## src/rtl/bus_initiator.sv

```systemverilog
// Single-outstanding bus master: turns a valid/ready command stream into tc_ bus
// transactions and returns the outcome on a valid/ready response stream.
module bus_initiator #(
   parameter int AWIDTH         = 8,
   parameter int DWIDTH         = 8,
   parameter int TIMEOUT_CYCLES = 16
) (
   input  logic              i_clk,
   input  logic              i_srst,
   input  logic              i_cmdValid,
   output logic              o_cmdReady,
   input  logic              i_cmdReadWrite_n,
   input  logic [AWIDTH-1:0] i_cmdAddr,
   input  logic [DWIDTH-1:0] i_cmdWdata,
   output logic              o_req,
   output logic              o_readWrite_n,
   output logic [AWIDTH-1:0] o_addr,
   output logic [DWIDTH-1:0] o_wdata,
   input  logic              i_addressAck,
   input  logic              i_writeAck,
   input  logic              i_readAck,
   input  logic [DWIDTH-1:0] i_rdata,
   output logic              o_rspValid,
   input  logic              i_rspReady,
   output logic              o_rspIsRead,
   output logic [DWIDTH-1:0] o_rspRdata,
   output logic              o_rspTimeout,
   output logic              o_protocolError
);

   // state | meaning
   // IDLE  | waiting for a command, o_cmdReady high
   // ADDR  | o_req high, waiting for i_addressAck
   // DATA  | waiting for the data ack, timer running
   // RESP  | response presented, waiting for i_rspReady
   typedef enum logic [1:0] {S_IDLE, S_ADDR, S_DATA, S_RESP} state_t;

   localparam int TW = $clog2(TIMEOUT_CYCLES + 1);
   localparam logic [TW-1:0] T_LIMIT = TW'(TIMEOUT_CYCLES);

   state_t            state_q, state_d;
   logic              rnw_q, rnw_d;
   logic [AWIDTH-1:0] addr_q, addr_d;
   logic [DWIDTH-1:0] wdata_q, wdata_d;
   logic [DWIDTH-1:0] rdata_q, rdata_d;
   logic              tout_q, tout_d;
   logic [TW-1:0]     timer_q, timer_d;
   logic              timed_out_q, timed_out_d;
   logic              prot_err_q, prot_err_d;

   logic          exp_ack, wrong_ack, any_data_ack, in_xfer, bad;
   logic [TW-1:0] timer_inc;

   always_comb begin
      state_d      = state_q;
      rnw_d        = rnw_q;
      addr_d       = addr_q;
      wdata_d      = wdata_q;
      rdata_d      = rdata_q;
      tout_d       = tout_q;
      timer_d      = timer_q;
      timed_out_d  = timed_out_q;
      prot_err_d   = prot_err_q;
      exp_ack      = rnw_q ? i_readAck  : i_writeAck;
      wrong_ack    = rnw_q ? i_writeAck : i_readAck;
      any_data_ack = i_writeAck | i_readAck;
      in_xfer      = (state_q == S_ADDR) || (state_q == S_DATA);
      timer_inc    = (timer_q == T_LIMIT) ? timer_q : timer_q + 1'b1;

      case (state_q)
         S_IDLE: begin
            if (i_cmdValid) begin
               rnw_d   = i_cmdReadWrite_n;
               addr_d  = i_cmdAddr;
               wdata_d = i_cmdWdata;
               rdata_d = '0;
               tout_d  = 1'b0;
               state_d = S_ADDR;
            end
         end
         S_ADDR: begin
            if (i_addressAck) begin
               timer_d     = '0;
               timed_out_d = 1'b0;
               if (exp_ack) begin
                  if (rnw_q) rdata_d = i_rdata;
                  state_d = S_RESP;
               end else begin
                  state_d = S_DATA;
               end
            end
         end
         S_DATA: begin
            timer_d = timer_inc;
            // ack beats the timeout when both land in the same cycle
            if (exp_ack) begin
               if (rnw_q) rdata_d = i_rdata;
               state_d = S_RESP;
            end else if (timer_inc == T_LIMIT) begin
               tout_d      = 1'b1;
               rdata_d     = '0;
               timed_out_d = 1'b1;
               state_d     = S_RESP;
            end
         end
         S_RESP: begin
            if (i_rspReady) state_d = S_IDLE;
         end
         default: state_d = S_IDLE;
      endcase

      bad = (i_addressAck && (state_q != S_ADDR))
         || (any_data_ack && !in_xfer)
         || (wrong_ack && in_xfer)
         || (i_writeAck && i_readAck)
         || (timed_out_q && any_data_ack && !i_addressAck);
      if (bad) prot_err_d = 1'b1;
   end

   always_ff @(posedge i_clk) begin
      if (i_srst) begin
         state_q     <= S_IDLE;
         rnw_q       <= 1'b0;
         addr_q      <= '0;
         wdata_q     <= '0;
         rdata_q     <= '0;
         tout_q      <= 1'b0;
         timer_q     <= '0;
         timed_out_q <= 1'b0;
         prot_err_q  <= 1'b0;
      end else begin
         state_q     <= state_d;
         rnw_q       <= rnw_d;
         addr_q      <= addr_d;
         wdata_q     <= wdata_d;
         rdata_q     <= rdata_d;
         tout_q      <= tout_d;
         timer_q     <= timer_d;
         timed_out_q <= timed_out_d;
         prot_err_q  <= prot_err_d;
      end
   end

   assign o_cmdReady      = (state_q == S_IDLE);
   assign o_req           = (state_q == S_ADDR);
   assign o_readWrite_n   = rnw_q;
   assign o_addr          = addr_q;
   assign o_wdata         = wdata_q;
   assign o_rspValid      = (state_q == S_RESP);
   assign o_rspIsRead     = rnw_q;
   assign o_rspRdata      = rdata_q;
   assign o_rspTimeout    = tout_q;
   assign o_protocolError = prot_err_q;

endmodule

```

## config.mk

```make
export PLATFORM = sky130hd
export DESIGN_NAME = bus_initiator
export DESIGN_NICKNAME = d
export VERILOG_FILES = /design/src/rtl/bus_initiator.sv
export SDC_FILE = /design/constraint.sdc
export NUM_CORES = 1
export LEC_CHECK = 0
export CAP_MARGIN = 20
export CORE_AREA = 2 2 81 83
export CTS_BUF_LIST = sky130_fd_sc_hd__clkbuf_4
export CTS_CLUSTER_DIAMETER = 30
export DETAILED_ROUTE_END_ITERATION = 16
export DIE_AREA = 0 0 83 85
export GPL_TIMING_DRIVEN = 0
export PLACE_DENSITY = 0.5
export SYNTH_ARGS = -nofsm -noshare
export SYNTH_HDL_FRONTEND = slang
export SYNTH_SLANG_ARGS = --single-unit
```

## constraint.sdc

```tcl
create_clock -name i_clk -period 4.05 [get_ports i_clk]
set_clock_uncertainty 0.1 [all_clocks]
set_input_delay 0.81 -clock i_clk [delete_from_list [all_inputs] [get_ports i_clk]]
set_output_delay 0.81 -clock i_clk [all_outputs]
set_load 0.1 [all_outputs]
```

==> results of run 1 <==
flip-flops by register name (all words and copies together), names as in the netlist:
| name | flops |
|---|---|
| o_wdata | 8 |
| o_addr | 8 |
| state_q | 2 |
| timer_q | 5 |
| o_rspRdata | 8 |
| o_rspTimeout | 1 |
| o_readWrite_n | 1 |
| o_protocolError | 1 |
| timed_out_q | 1 |
cell usage in the layout, fill, tap and decap left out, types with 2 or more instances in the layout:
master	n
clkdlybuf4s50_1	61
nand3_1	2
and2_1	2
a211o_1	2
clkbuf_1	8
ha_1	6
a22oi_1	2
inv_1	9
nor3_1	4
a21oi_1	24
nand2b_1	4
o21ai_1	8
o21ai_0	5
o221a_2	2
mux2i_1	3
dfxtp_1	35
nand2_1	58
clkbuf_4	6
nor2_1	10
nand3b_1	2
nor2b_1	3
report_power, final:
part | internal, mW | switching, mW | leakage [nW] | total (mW)
clock network | 0.0737 | 0.122 | 0.0317 | 0.195
registers | 0.390 | 0.0335 | 0.285 | 0.423
logic | 0.238 | 0.647 | 0.531 | 0.886
total | 0.702 | 0.802 | 0.848 | 1.50
worst paths after layout:
| kind | start | end | slack (ns) | cells past startpoint |
|---|---|---|---|---|
| min reg2reg | o_rspRdata[7] | o_rspRdata[7] | 0.35 | 2 |
| max | state_q[1] | o_req | 0.79 | 3 |
| min | o_rspRdata[7] | o_rspRdata[7] | 0.35 | 2 |
| max reg2reg | state_q[1] | o_rspRdata[0] | 1.79 | 6 |
cell families (layout without fill, tap and decap cells):
kind of cell | after synthesis | after routing | share of synthesized area
AO/OA/AOI/OAI | 49 | 49 | 0.1892
XOR/XNOR | 1 | 1 | 0.005237
adder cells (fa/ha/maj) | 6 | 6 | 0.04488
buffers and inverters | 18 | 87 | 0.04263
flip-flops | 35 | 35 | 0.4188
multiplexers | 6 | 6 | 0.04188
AND/OR/NAND/NOR | 93 | 93 | 0.2573
stage by stage:
step                hold slack [ns]  power (mW)  instance area [µm²]
floorplan                    0.3800       1.107                 1673
global placement             0.3367       1.329                 2380
detailed placement           0.3402       1.322                 2380
CTS                          0.3562       1.526                 2437
global route                 0.3750       1.600                 2437
finish                       0.3529       1.504                 2437
final cells by class:
class / count / area (µm²)
Buffer: 9 / 37.54
Sequential cell: 35 / 700.7
Timing Repair Buffer: 61 / 610.6
Tap cell: 77 / 96.34
Inverter: 9 / 33.78
Clock buffer: 6 / 45.04
Clock inverter: 2 / 12.51
Fill cell: 654 / 3767
Multi-Input combinational cell: 155 / 900.9
routing by layer:
layer	share of wire	GRT usage	wire length (µm)
met1	0.47	0.1617	2061
met2	0.46	0.2045	2024
met3	0.048	0.03696	207
met4	0.014	0.04024	62
met5	0	0	0
worst min-delay path: cells and delay by family, from the launching register on:
| kind | cells | cell delay, ns |
|---|---|---|
| flip-flops | 1 | 0.32 |
| AND/OR/NAND/NOR | 1 | 0.05 |
| AO/OA/AOI/OAI | 1 | 0.05 |
==> run_results.csv, run 1 <==
group,metric,value,unit
global_routing,first_global_vias,1508,
clocking,hold_buffers,0,
logic_synthesis,synth.most_common_cell,"nand2_1",
setup_path,worstPathArrival,2.35,ns
logic_synthesis,synth_area,1673,µm²
logic_synthesis,ys_seq_area_frac,0.4188,
clocking,cts_tree,"done",
hold_path,hp-class,"reg2reg",
floorplanning,die_x,83,µm
status,status,"finished, final reports clean",
global_routing,grt_max_degree,12,
logic_synthesis,synthesis.nets,246,
sta,fin_crit_sh,0.8038,
route,antenna_left,0,
sta,setup_slack,0.7947,ns
floorplanning,core_area,6205,µm²
clocking,path_clk_slew,0.10,ns
route,drc,0,
layout,nets,314,
setup_path,crit_family,"buffers and inverters",
power,ir_drop,0.4788,mV
setup_path,crit_chain,"inv_1, ha_1, clkdlybuf4s50_1",
layout,fin_util,0.3928,
logic_synthesis,yosys-top-cells-count,"nand2_1 (58), dfxtp_1 (35), a21oi_1 (24), nor2_1 (10), inv_1 (9)",
logic_synthesis,synth-edff-count,0,
logic_synthesis,yosysTopAreaCell,"dfxtp_1",
global_routing,antenna_found_initial,0,
logic_synthesis,syn_area_per_cell,8.043,µm²
clocking,post_cts_buffers,0,
setup_path,required,3.14,ns
logic_synthesis,yosysUniqueCellTypes,38,
logic_synthesis,ys_ff_latch,35,
floorplanning,io_pins,63,
sta,setup-tns-final,0,ns
sta,finalWorstPathRequiredPeriod,3.255,ns
route,drt_iter0_markers,41,
sta,setup_viol,0,
clocking,htreeDepth,2,
sta,fmax,307.2,MHz
power,leakage,0.8478,nW
logic_synthesis,postSynthCellCount,208,
route,vias_per_cell,4.444,
placement,gp_congestion,0.7435,
clocking,cts_buffers,5,
logic_synthesis,synth_ff_type,"dfxtp_1",
global_routing,grt_usage,0.1259,
clocking,cts_sinks,35,
global_routing,grt_pass1_wl,7.203,mm
logic_synthesis,async_flop_share,0,
layout,drive_gt1_frac,0.07581,
sta,rsz0062_at_grt,"no",
logic_synthesis,ys_top_cells_by_area,"dfxtp_1 (42%), nand2_1 (13%), a21oi_1 (7.2%)",
global_routing,grt-ovfl-total,0,
layout,final_cells,354,
setup_path,crit_type,"reg2out",
route,dr.pass1.iters,4,
clocking,cts-root-buf,"clkbuf_4",
setup_path,critPathLaunchType,"register",
placement,io_buffers,61,
flow_run,maxCapViolCount,0,
route,avgRoutedWirePerCell,12.30,µm
sta,worst_slew_pin_slew,0.9966,ns
clocking,ctsLongestPathBuffers,2,
logic_synthesis,synth_warnings,0,
route,route.vias.total,1573,
power,p_per_area,617.1,nW/µm²
floorplanning,die_area,7055,µm²
logic_synthesis,synth_top_area_share,0.4188,
clocking,clk_latency,0.34,ns
setup_path,slowest_delay,1.20,ns
placement,dpl.cell_count,346,
sta,hold_viol,0,
sta,relSlewSlack,0.3335,
setup_path,path_buf_inv,2,
placement,pre_cts_slack,1.161,ns
clocking,cts_resized,0,
floorplanning,rows,29,
setup_path,cp_slowest_cell,"clkdlybuf4s50_1",
placement,place_hpwl,3.199,mm
setup_path,critPathCaptureType,"output port",
setup_path,crit_path_max_fanout,8,
floorplanning,fp.dieH,85,µm
route,routed_wl,4.355,mm
layout,n_antenna_cell,0,
floorplanning,start_util,0.2696,
layout,area_growth,45.70,%
sta,drv_slew,0,
Note: power is estimated with default switching activity, not from simulation.
==> run 2: changes to the inputs <==
clock period = 3.4 ns   (was 4.05 ns; I/O delays follow)
==> results of run 2 <==
Same layout as run 1 (identical final DEF). Status: finished, final reports clean.
Among the figures that moved: setup slack after placement 1.161 ns -> 0.6411 ns; setup slack after layout 0.7947 ns -> 0.2747 ns; register-to-register setup slack 1.79 ns -> 1.14 ns; total power 1.504 mW -> 1.792 mW; worst IR drop on VDD 0.4788 mV -> 0.5703 mV
==> run 3: changes to the inputs <==
PLACE_DENSITY = 0.54   (was 0.5)
==> run_results.csv, run 3 (same netlist as run 1, synthesis figures left out) <==
group,metric,value,unit
sta,hold_viol,0,
route,avgRoutedWirePerCell,12.45,µm
setup_path,worstPathArrival,2.34,ns
global_routing,grt_max_degree,11,
hold_path,hp-class,"reg2reg",
layout,multi_input_area,900.9,µm²
layout,layout_common_cells,"clkdlybuf4s50_1 (61), nand2_1 (58), dfxtp_1 (35)",
floorplanning,rows,29,
placement,post_dp_cell_area,2380,µm²
route,drt_iter0_markers,46,
power,p_per_area,738.0,nW/µm²
global_routing,grt-ovfl-total,0,
route,routed_wl,4.406,mm
sta,drv_slew,0,
sta,relSlewSlack,0.3402,
flow_run,maxCapViolCount,0,
clocking,cts_buffers,5,
setup_path,critPathLaunchType,"register",
sta,setup-tns-final,0,ns
clocking,htreeDepth,2,
route,route.vias.total,1632,
clocking,cts_resized,0,
clocking,cts-root-buf,"clkbuf_4",
status,status,"finished, final reports clean",
placement,gp_congestion,0.7680,
setup_path,crit_type,"reg2out",
clocking,path_clk_slew,0.11,ns
floorplanning,die_area,7055,µm²
sta,finalWorstPathRequiredPeriod,3.119,ns
route,drc,0,
route,vias_per_cell,4.610,
floorplanning,die_x,83,µm
placement,io_buffers,61,
layout,area_growth,45.70,%
clocking,post_cts_buffers,0,
layout,n_antenna_cell,0,
setup_path,crit_path_max_fanout,8,
clocking,ctsLongestPathBuffers,2,
layout,ff_latch_area,700.7,µm²
clocking,cts_sinks,35,
layout,drive_gt1_frac,0.07581,
setup_path,required,2.62,ns
setup_path,critPathCaptureType,"output port",
clocking,clk_latency,0.33,ns
route,dr.pass1.iters,4,
power,leakage,0.8523,nW
global_routing,grt_pass1_wl,7.320,mm
floorplanning,fp.dieH,85,µm
sta,rsz0062_at_grt,"no",
sta,worst_slew_pin_slew,0.9866,ns
setup_path,rrSetupSlack,1.13,ns
sta,setup_viol,0,
layout,fill_cells,664,
global_routing,grt_usage,0.1257,
placement,place_hpwl,3.269,mm
floorplanning,io_pins,63,
power,ir_drop,0.2942,mV
layout,stdcell_area,2437,µm²
floorplanning,core_area,6205,µm²
sta,fin_crit_sh,0.9173,
layout,fin_util,0.3928,
clocking,hold_buffers,0,
layout,final_common_cell,"clkdlybuf4s50_1",
clocking,cts_tree,"done",
route,antenna_left,0,
global_routing,antenna_found_initial,0,
floorplanning,start_util,0.2696,
global_routing,first_global_vias,1593,
sta,fmax,320.6,MHz
layout,nets,314,
-- run 3: layout make-up --
cell class / count / share of cell area
multi-input cells: 155 / 0.3696
flip-flops and latches: 35 / 0.2875
repair buffers: 61 / 0.2505
well taps: 77 / 0.03953
clock buffers: 7 / 0.02156
plain buffers: 9 / 0.01540
inverters: 9 / 0.01386
clock inverters: 1 / 0.002053
-- run 3: critical path, stage by stage (launching register included) --
cell	delay (ns)
dfxtp_1	0.37
inv_1	0.09
ha_1	0.34
clkdlybuf4s50_1	1.21
-- run 3: routing by layer --
| metal | part of all wire | global-route usage |
|---|---|---|
| met1 | 0.49 | 0.1597 |
| met2 | 0.46 | 0.2038 |
| met3 | 0.048 | 0.04280 |
| met4 | 0.0098 | 0.03577 |
| met5 | 0 | 0 |
-- run 3: path summary, 6_finish.rpt --
kind,endpoint,from,cells after the start
setup / recovery,o_req,state_q[1],3
setup reg to reg,o_rspRdata[0],state_q[1],6
hold reg to reg,o_rspRdata[7],o_rspRdata[7],2
hold / removal,o_rspRdata[7],o_rspRdata[7],2
-- run 3: where the power goes --
group / internal [mW] / switching (mW) / leakage (nW) / total (mW)
Combinational: 0.284 / 0.775 / 0.531 / 1.06
Clock: 0.0967 / 0.139 / 0.0361 / 0.235
Sequential: 0.464 / 0.0403 / 0.285 / 0.504
Total: 0.845 / 0.954 / 0.852 / 1.80
-- run 3: metrics by stage --
stage                     instances  hold WS [ns]  total power, mW  worst slack [ns]
after global placement          346        0.3385            1.574            0.6525
after CTS                       354        0.3593            1.821            0.2550
after floorplan                 208        0.3800            1.319            0.9594
after detailed placement        346        0.3444            1.578            0.6396
final                           354        0.3570            1.799            0.2812
after global routing            354        0.3703            1.904            0.1757
